===== config.mk =====
export PLATFORM = sky130hd
export DESIGN_NAME = fault_counters_flat
export DESIGN_NICKNAME = d
export VERILOG_FILES = /design/src/rtl/fault_pkg.sv /design/src/rtl/fault_counters_if.sv /design/src/rtl/sat_counter.sv /design/src/rtl/fault_counters.sv /design/src/flat_wrapper.sv
export SDC_FILE = /design/constraint.sdc
export NUM_CORES = 1
export LEC_CHECK = 0
export ABC_AREA = 1
export CORE_ASPECT_RATIO = 0.5
export CORE_MARGIN = 8
export CORE_UTILIZATION = 55
export CTS_CLUSTER_DIAMETER = 150
export CTS_CLUSTER_SIZE = 40
export DETAILED_ROUTE_END_ITERATION = 10
export HOLD_SLACK_MARGIN = 0.15
export PLACE_DENSITY = 0.78
export SLEW_MARGIN = 40
export SYNTH_ARGS = -nofsm -noshare
export SYNTH_HDL_FRONTEND = slang
export SYNTH_SLANG_ARGS = --single-unit
export TNS_END_PERCENT = 30

===== constraint.sdc =====
create_clock -name clock -period 4.9 [get_ports clock]
set_input_delay 1.47 -clock clock [delete_from_list [all_inputs] [get_ports clock]]
set_output_delay 1.47 -clock clock [all_outputs]
set_load 0.02 [all_outputs]

===== src/rtl/fault_pkg.sv =====
// Shared constants for the CAN fault-confinement counters and FSM.
package fault_pkg;

    localparam int WARN_LIMIT    = 96;
    localparam int PASSIVE_LIMIT = 128;
    localparam int BUSOFF_LIMIT  = 256;
    localparam int ERB_LIMIT     = 128;
    localparam int REC_RELOAD    = 119;

    localparam int REC_W = 8;
    localparam int TEC_W = 9;
    localparam int ERB_W = 8;

    typedef enum logic [1:0] {
        ERR_ACTIVE  = 2'd0,
        ERR_PASSIVE = 2'd1,
        BUS_OFF     = 2'd2
    } fault_state_e;

endpackage


===== src/rtl/fault_counters_if.sv =====
// Event/flag bundle between error detection, fault FSM and counters.
// FAULTCNT_READBACK_EN adds counter value mirrors for status readback.
interface fault_counters_if;

    logic resetcount;
    logic busoff;
    logic rx_err_inc1;
    logic rx_err_inc8;
    logic rx_ok_dec;
    logic tx_err_inc8;
    logic tx_ok_dec;
    logic rec11_seen;
    logic rec_lt96;
    logic rec_ge96;
    logic rec_ge128;
    logic tec_lt96;
    logic tec_ge96;
    logic tec_ge128;
    logic tec_ge256;
    logic erb_eq128;
`ifdef FAULTCNT_READBACK_EN
    logic [fault_pkg::REC_W-1:0] rec_value;
    logic [fault_pkg::TEC_W-1:0] tec_value;
    logic [fault_pkg::ERB_W-1:0] erb_value;
`endif

    modport master (
        output resetcount, busoff, rx_err_inc1, rx_err_inc8,
        output rx_ok_dec, tx_err_inc8, tx_ok_dec, rec11_seen,
        input  rec_lt96, rec_ge96, rec_ge128,
        input  tec_lt96, tec_ge96, tec_ge128, tec_ge256, erb_eq128
`ifdef FAULTCNT_READBACK_EN
        , input rec_value, tec_value, erb_value
`endif
    );

    modport slave (
        input  resetcount, busoff, rx_err_inc1, rx_err_inc8,
        input  rx_ok_dec, tx_err_inc8, tx_ok_dec, rec11_seen,
        output rec_lt96, rec_ge96, rec_ge128,
        output tec_lt96, tec_ge96, tec_ge128, tec_ge256, erb_eq128
`ifdef FAULTCNT_READBACK_EN
        , output rec_value, tec_value, erb_value
`endif
    );

endinterface


===== src/rtl/sat_counter.sv =====
// Saturating up/down counter: clear > +8 > +1 > load > -1, floor at 0.
module sat_counter #(
    parameter int W   = 8,
    parameter int MAX = 255
) (
    input  logic         clock,
    input  logic         reset,
    input  logic         clr,
    input  logic         inc8,
    input  logic         inc1,
    input  logic         load,
    input  logic         dec,
    input  logic [W-1:0] load_val,
    output logic [W-1:0] q
);

    localparam logic [W:0] MAXV = (W+1)'(MAX);

    logic [W-1:0] cnt_q, cnt_d;
    logic [W:0]   sum8, sum1;

    always_comb begin
        sum8  = {1'b0, cnt_q} + (W+1)'(8);
        sum1  = {1'b0, cnt_q} + (W+1)'(1);
        cnt_d = cnt_q;
        if (clr) begin
            cnt_d = '0;
        end else if (inc8) begin
            cnt_d = (sum8 > MAXV) ? MAXV[W-1:0] : sum8[W-1:0];
        end else if (inc1) begin
            cnt_d = (sum1 > MAXV) ? MAXV[W-1:0] : sum1[W-1:0];
        end else if (load) begin
            cnt_d = load_val;
        end else if (dec && cnt_q != '0) begin
            cnt_d = cnt_q - W'(1);
        end
    end

    always_ff @(posedge clock) begin
        if (!reset) cnt_q <= '0;
        else        cnt_q <= cnt_d;
    end

    assign q = cnt_q;

endmodule


===== src/rtl/fault_counters.sv =====
// CAN REC/TEC/ERB error counters and fault-confinement threshold flags.
// FAULTCNT_READBACK_EN exposes the raw counter values on the bus.
module fault_counters
    import fault_pkg::*;
(
    input logic             clock,
    input logic             reset,
    fault_counters_if.slave bus
);

    localparam logic [REC_W-1:0] REC_WARN = REC_W'(WARN_LIMIT);
    localparam logic [REC_W-1:0] REC_PASV = REC_W'(PASSIVE_LIMIT);
    localparam logic [TEC_W-1:0] TEC_WARN = TEC_W'(WARN_LIMIT);
    localparam logic [TEC_W-1:0] TEC_PASV = TEC_W'(PASSIVE_LIMIT);
    localparam logic [TEC_W-1:0] TEC_BOFF = TEC_W'(BUSOFF_LIMIT);
    localparam logic [ERB_W-1:0] ERB_MAX  = ERB_W'(ERB_LIMIT);

    logic             clr;
    logic             run;
    logic [REC_W-1:0] rec;
    logic [TEC_W-1:0] tec;
    logic [ERB_W-1:0] erb;

    assign clr = ~bus.resetcount;
    assign run = ~bus.busoff;

    // Success above the passive limit snaps REC back to the reload value.
    sat_counter #(.W(REC_W), .MAX(255)) u_rec (
        .clock    (clock),
        .reset    (reset),
        .clr      (clr),
        .inc8     (run & bus.rx_err_inc8),
        .inc1     (run & bus.rx_err_inc1),
        .load     (run & bus.rx_ok_dec & (rec >= REC_PASV)),
        .dec      (run & bus.rx_ok_dec),
        .load_val (REC_W'(REC_RELOAD)),
        .q        (rec)
    );

    sat_counter #(.W(TEC_W), .MAX(BUSOFF_LIMIT)) u_tec (
        .clock    (clock),
        .reset    (reset),
        .clr      (clr),
        .inc8     (run & bus.tx_err_inc8),
        .inc1     (1'b0),
        .load     (1'b0),
        .dec      (run & bus.tx_ok_dec),
        .load_val ('0),
        .q        (tec)
    );

    // Recovery count only lives while bus-off; otherwise pinned at zero.
    sat_counter #(.W(ERB_W), .MAX(ERB_LIMIT)) u_erb (
        .clock    (clock),
        .reset    (reset),
        .clr      (clr | run),
        .inc8     (1'b0),
        .inc1     (bus.rec11_seen),
        .load     (1'b0),
        .dec      (1'b0),
        .load_val ('0),
        .q        (erb)
    );

    assign bus.rec_ge96  = rec >= REC_WARN;
    assign bus.rec_lt96  = ~bus.rec_ge96;
    assign bus.rec_ge128 = rec >= REC_PASV;
    assign bus.tec_ge96  = tec >= TEC_WARN;
    assign bus.tec_lt96  = ~bus.tec_ge96;
    assign bus.tec_ge128 = tec >= TEC_PASV;
    assign bus.tec_ge256 = tec >= TEC_BOFF;
    assign bus.erb_eq128 = erb == ERB_MAX;

`ifdef FAULTCNT_READBACK_EN
    assign bus.rec_value = rec;
    assign bus.tec_value = tec;
    assign bus.erb_value = erb;
`endif

endmodule


===== src/flat_wrapper.sv =====
// flat-port wrapper written by rule: the top's interface ports become plain ports
module fault_counters_flat import fault_pkg::*;
  (clock, reset, bus_resetcount, bus_busoff, bus_rx_err_inc1, bus_rx_err_inc8, bus_rx_ok_dec, bus_tx_err_inc8, bus_tx_ok_dec, bus_rec11_seen, bus_rec_lt96, bus_rec_ge96, bus_rec_ge128, bus_tec_lt96, bus_tec_ge96, bus_tec_ge128, bus_tec_ge256, bus_erb_eq128);
  fault_counters_if bus_i ();
  input logic clock;
  input logic reset;
  input wire logic [$bits(bus_i.resetcount)-1:0] bus_resetcount;
  input wire logic [$bits(bus_i.busoff)-1:0] bus_busoff;
  input wire logic [$bits(bus_i.rx_err_inc1)-1:0] bus_rx_err_inc1;
  input wire logic [$bits(bus_i.rx_err_inc8)-1:0] bus_rx_err_inc8;
  input wire logic [$bits(bus_i.rx_ok_dec)-1:0] bus_rx_ok_dec;
  input wire logic [$bits(bus_i.tx_err_inc8)-1:0] bus_tx_err_inc8;
  input wire logic [$bits(bus_i.tx_ok_dec)-1:0] bus_tx_ok_dec;
  input wire logic [$bits(bus_i.rec11_seen)-1:0] bus_rec11_seen;
  output wire logic [$bits(bus_i.rec_lt96)-1:0] bus_rec_lt96;
  output wire logic [$bits(bus_i.rec_ge96)-1:0] bus_rec_ge96;
  output wire logic [$bits(bus_i.rec_ge128)-1:0] bus_rec_ge128;
  output wire logic [$bits(bus_i.tec_lt96)-1:0] bus_tec_lt96;
  output wire logic [$bits(bus_i.tec_ge96)-1:0] bus_tec_ge96;
  output wire logic [$bits(bus_i.tec_ge128)-1:0] bus_tec_ge128;
  output wire logic [$bits(bus_i.tec_ge256)-1:0] bus_tec_ge256;
  output wire logic [$bits(bus_i.erb_eq128)-1:0] bus_erb_eq128;
  assign bus_i.resetcount = bus_resetcount;
  assign bus_i.busoff = bus_busoff;
  assign bus_i.rx_err_inc1 = bus_rx_err_inc1;
  assign bus_i.rx_err_inc8 = bus_rx_err_inc8;
  assign bus_i.rx_ok_dec = bus_rx_ok_dec;
  assign bus_i.tx_err_inc8 = bus_tx_err_inc8;
  assign bus_i.tx_ok_dec = bus_tx_ok_dec;
  assign bus_i.rec11_seen = bus_rec11_seen;
  assign bus_rec_lt96 = bus_i.rec_lt96;
  assign bus_rec_ge96 = bus_i.rec_ge96;
  assign bus_rec_ge128 = bus_i.rec_ge128;
  assign bus_tec_lt96 = bus_i.tec_lt96;
  assign bus_tec_ge96 = bus_i.tec_ge96;
  assign bus_tec_ge128 = bus_i.tec_ge128;
  assign bus_tec_ge256 = bus_i.tec_ge256;
  assign bus_erb_eq128 = bus_i.erb_eq128;
  fault_counters u_core (.clock(clock), .reset(reset), .bus(bus_i));
endmodule

==> results.yml <==
global_routing:
  grt_pass1_vias: 2213
  grt_usage: 0.175
  overflow: 0
  grt_max_degree: 14
  grt_pass1_wl_mm: 9.49
  antenna_found_initial: 0
clocking:
  clkTransAtPathRegs_ns: 0.08
  numCtsBuffers: 3
  clockRootBuffer: "clkbuf_8"
  clock_sinks: 25
  cts_max_level: 1
  clk_latency_ns: 0.27
  cts_tree: "built"
  postCtsHoldBufs: 0
  cts_buffer_depth: 2
  cts.repair.resized: 0
  post_cts_buffers: 0
synthesis:
  synth.distinct_cells: 38
  ys_seq_area_frac: 0.215
  yosys-top-cells-area: "dfxtp_1, nand2_1, inv_1, ha_1, nand3_1"
  async_flop_share: 0
  synth-edff-count: 0
  mappedNetlistArea_mm2: 0.00232
  yosysTopAreaCell: "dfxtp_1"
  syn_nets: 392
  yosys_warnings: 0
  yosysTopAreaCellShare: 0.215
  syn_inst: 368
  avgSynthCellArea_um2: 6.32
  ys_ff_latch: 25
  synth_flop_cell: "dfxtp_1"
timing:
  finalSetupViolCount: 0
  fin_crit_ns: 3.23
  skew_ns: 0.00206
  tns_ns: 0
  slew_headroom: 0.732
  fin_ws_ns: 1.67
  fin_crit_sh: 0.660
  rsz0062_at_grt: "no"
  tightest_slew_ns: 0.401
  fmax_mhz: 309
  hold_viol: 0
  drv_slew: 0
route:
  firstDrtPassIters: 4
  drt_iter0_drc: 53
  vias: 2372
  wl_per_cell_um: 12.8
  route.detailed.drc: 0
  routed_via_density: 5.44
  drtAntennaViolNets: 0
  routed_wl_mm: 5.56
placed_design:
  place_inst: 432
  gp_congestion: 0.959
  pre_cts_slack_ns: 1.74
  portBuffers: 17
  dp.final_hpwl_mm: 4.40
layout:
  fillers: 371
  num_antenna_cells: 0
  fin_nets: 407
  layout_common_cells: "nand2_1, inv_1, nand3_1"
  drive_above_1_share: 0.0969
  fin_util: 0.641
  areaGrowthSynthToFinish_pct: 9.90
  final_cells: 436
  mostFrequentLayoutCell: "nand2_1"
setup_path:
  crit_type: "flip-flop to primary output"
  setup.worst_path.start_class: "flip-flop"
  required_ns: 3.43
  cp_max_fo: 4
  crit_arrival_ns: 1.76
  cp-end-kind: "primary output"
floorplanning:
  dieArea_mm2: 0.00669
  coreArea_mm2: 0.00398
  start_util: 0.584
  die_w_um: 108
  io_pins: 18
  rows: 16
  die_y_um: 62.0
hold_path:
  hold_class: "flip-flop to flip-flop"
power_and_ir_drop:
  worst_ir_drop_vdd_uv: 100
  power_density_mw_per_mm2: 203
  p_leak_nw: 1.17
flow_run:
  maxCapViolCount: 0
outcome:
  outcome: "finished clean"
## synth_stat cells (all sizes together), types with 3 or more instances
cell type	instances
o21ai	19
nor3	4
xnor2	3
nor2	30
xor2	13
or2	3
nand3	36
nand3b	7
nand4	9
inv	56
buf	5
dfxtp	25
a31oi	3
a21oi	24
ha	14
nand2	105
o211ai	4
## stage by stage
stage / total power [W] / hold slack [ns] / instance area (um2)
3_5_place_dp: 0.000399 / 0.488 / 2510
5_1_grt: 0.000558 / 0.533 / 2550
2_1_floorplan: 0.000355 / 0.453 / 2320
6_report: 0.000519 / 0.500 / 2550
3_3_place_gp: 0.000398 / 0.467 / 2510
4_1_cts: 0.000523 / 0.501 / 2550
## power breakdown
group	switching (W)	internal [W]	leakage, nW	total (W)
clock	0.0000639	0.0000582	0.0228	0.000122
combinational	0.000102	0.0000657	0.940	0.000168
sequential	0.0000172	0.000212	0.203	0.000229
total	0.000183	0.000335	1.17	0.000519
## critical path, stage by stage, from the launching register on
cell and delay [ns]:
dfxtp_1 0.36, inv_1 0.08, ha_1 0.14, nand4_1 0.09, nor4_1 0.17, clkdlybuf4s50_1 0.65
## cell families (layout without fill, tap and decap cells)
family / Yosys count / after routing / share of synthesized area
buffers and inverters: 64 / 78 / 0.115
AO/OA/AOI/OAI: 54 / 54 / 0.139
flip-flops: 25 / 25 / 0.215
adder cells (fa/ha/maj): 14 / 14 / 0.0754
XOR/XNOR: 16 / 16 / 0.0603
AND/OR/NAND/NOR: 195 / 195 / 0.395
## layout make-up
type	instances	area, um2	share of cell area
multi-input combinational	279	1560	0.610
timing repair buffer	17	170	0.0666
tap	54	67.6	0.0264
clock buffer	4	45.0	0.0176
inverter	57	214	0.0837
sequential	25	500	0.196
## path summary, 6_finish.rpt
kind	from	end	slack, ns	cells past startpoint
worst min-delay path	u_core.u_tec.q[1]	u_core.u_tec.q[1]	0.50	2
worst max-delay path	u_core.u_erb.q[0]	bus_erb_eq128	1.67	5
worst min register to register	u_core.u_tec.q[1]	u_core.u_tec.q[1]	0.50	2
worst max register to register	u_core.u_rec.q[4]	u_core.u_rec.q[5]	2.90	14
## metal layers
| layer | global-route usage | vias up | part of all wire | wire, um |
|---|---|---|---|---|
| met5 | 0 | - | 0 | 0 |
| met2 | 0.335 | 48 | 0.49 | 2730 |
| met3 | 0.0288 | 11 | 0.041 | 230 |
| li1 | - | 1217 | - | - |
| met4 | 0.0664 | 0 | 0.017 | 94 |
| met1 | 0.195 | 1096 | 0.45 | 2500 |
## state kept, by name, summed over array words and instances (netlist names)
| signal | cells |
|---|---|
| u_core.u_tec.q | 9 |
| u_core.u_erb.q | 8 |
| u_core.u_rec.q | 8 |
Note: power is estimated with default switching activity, not from simulation.
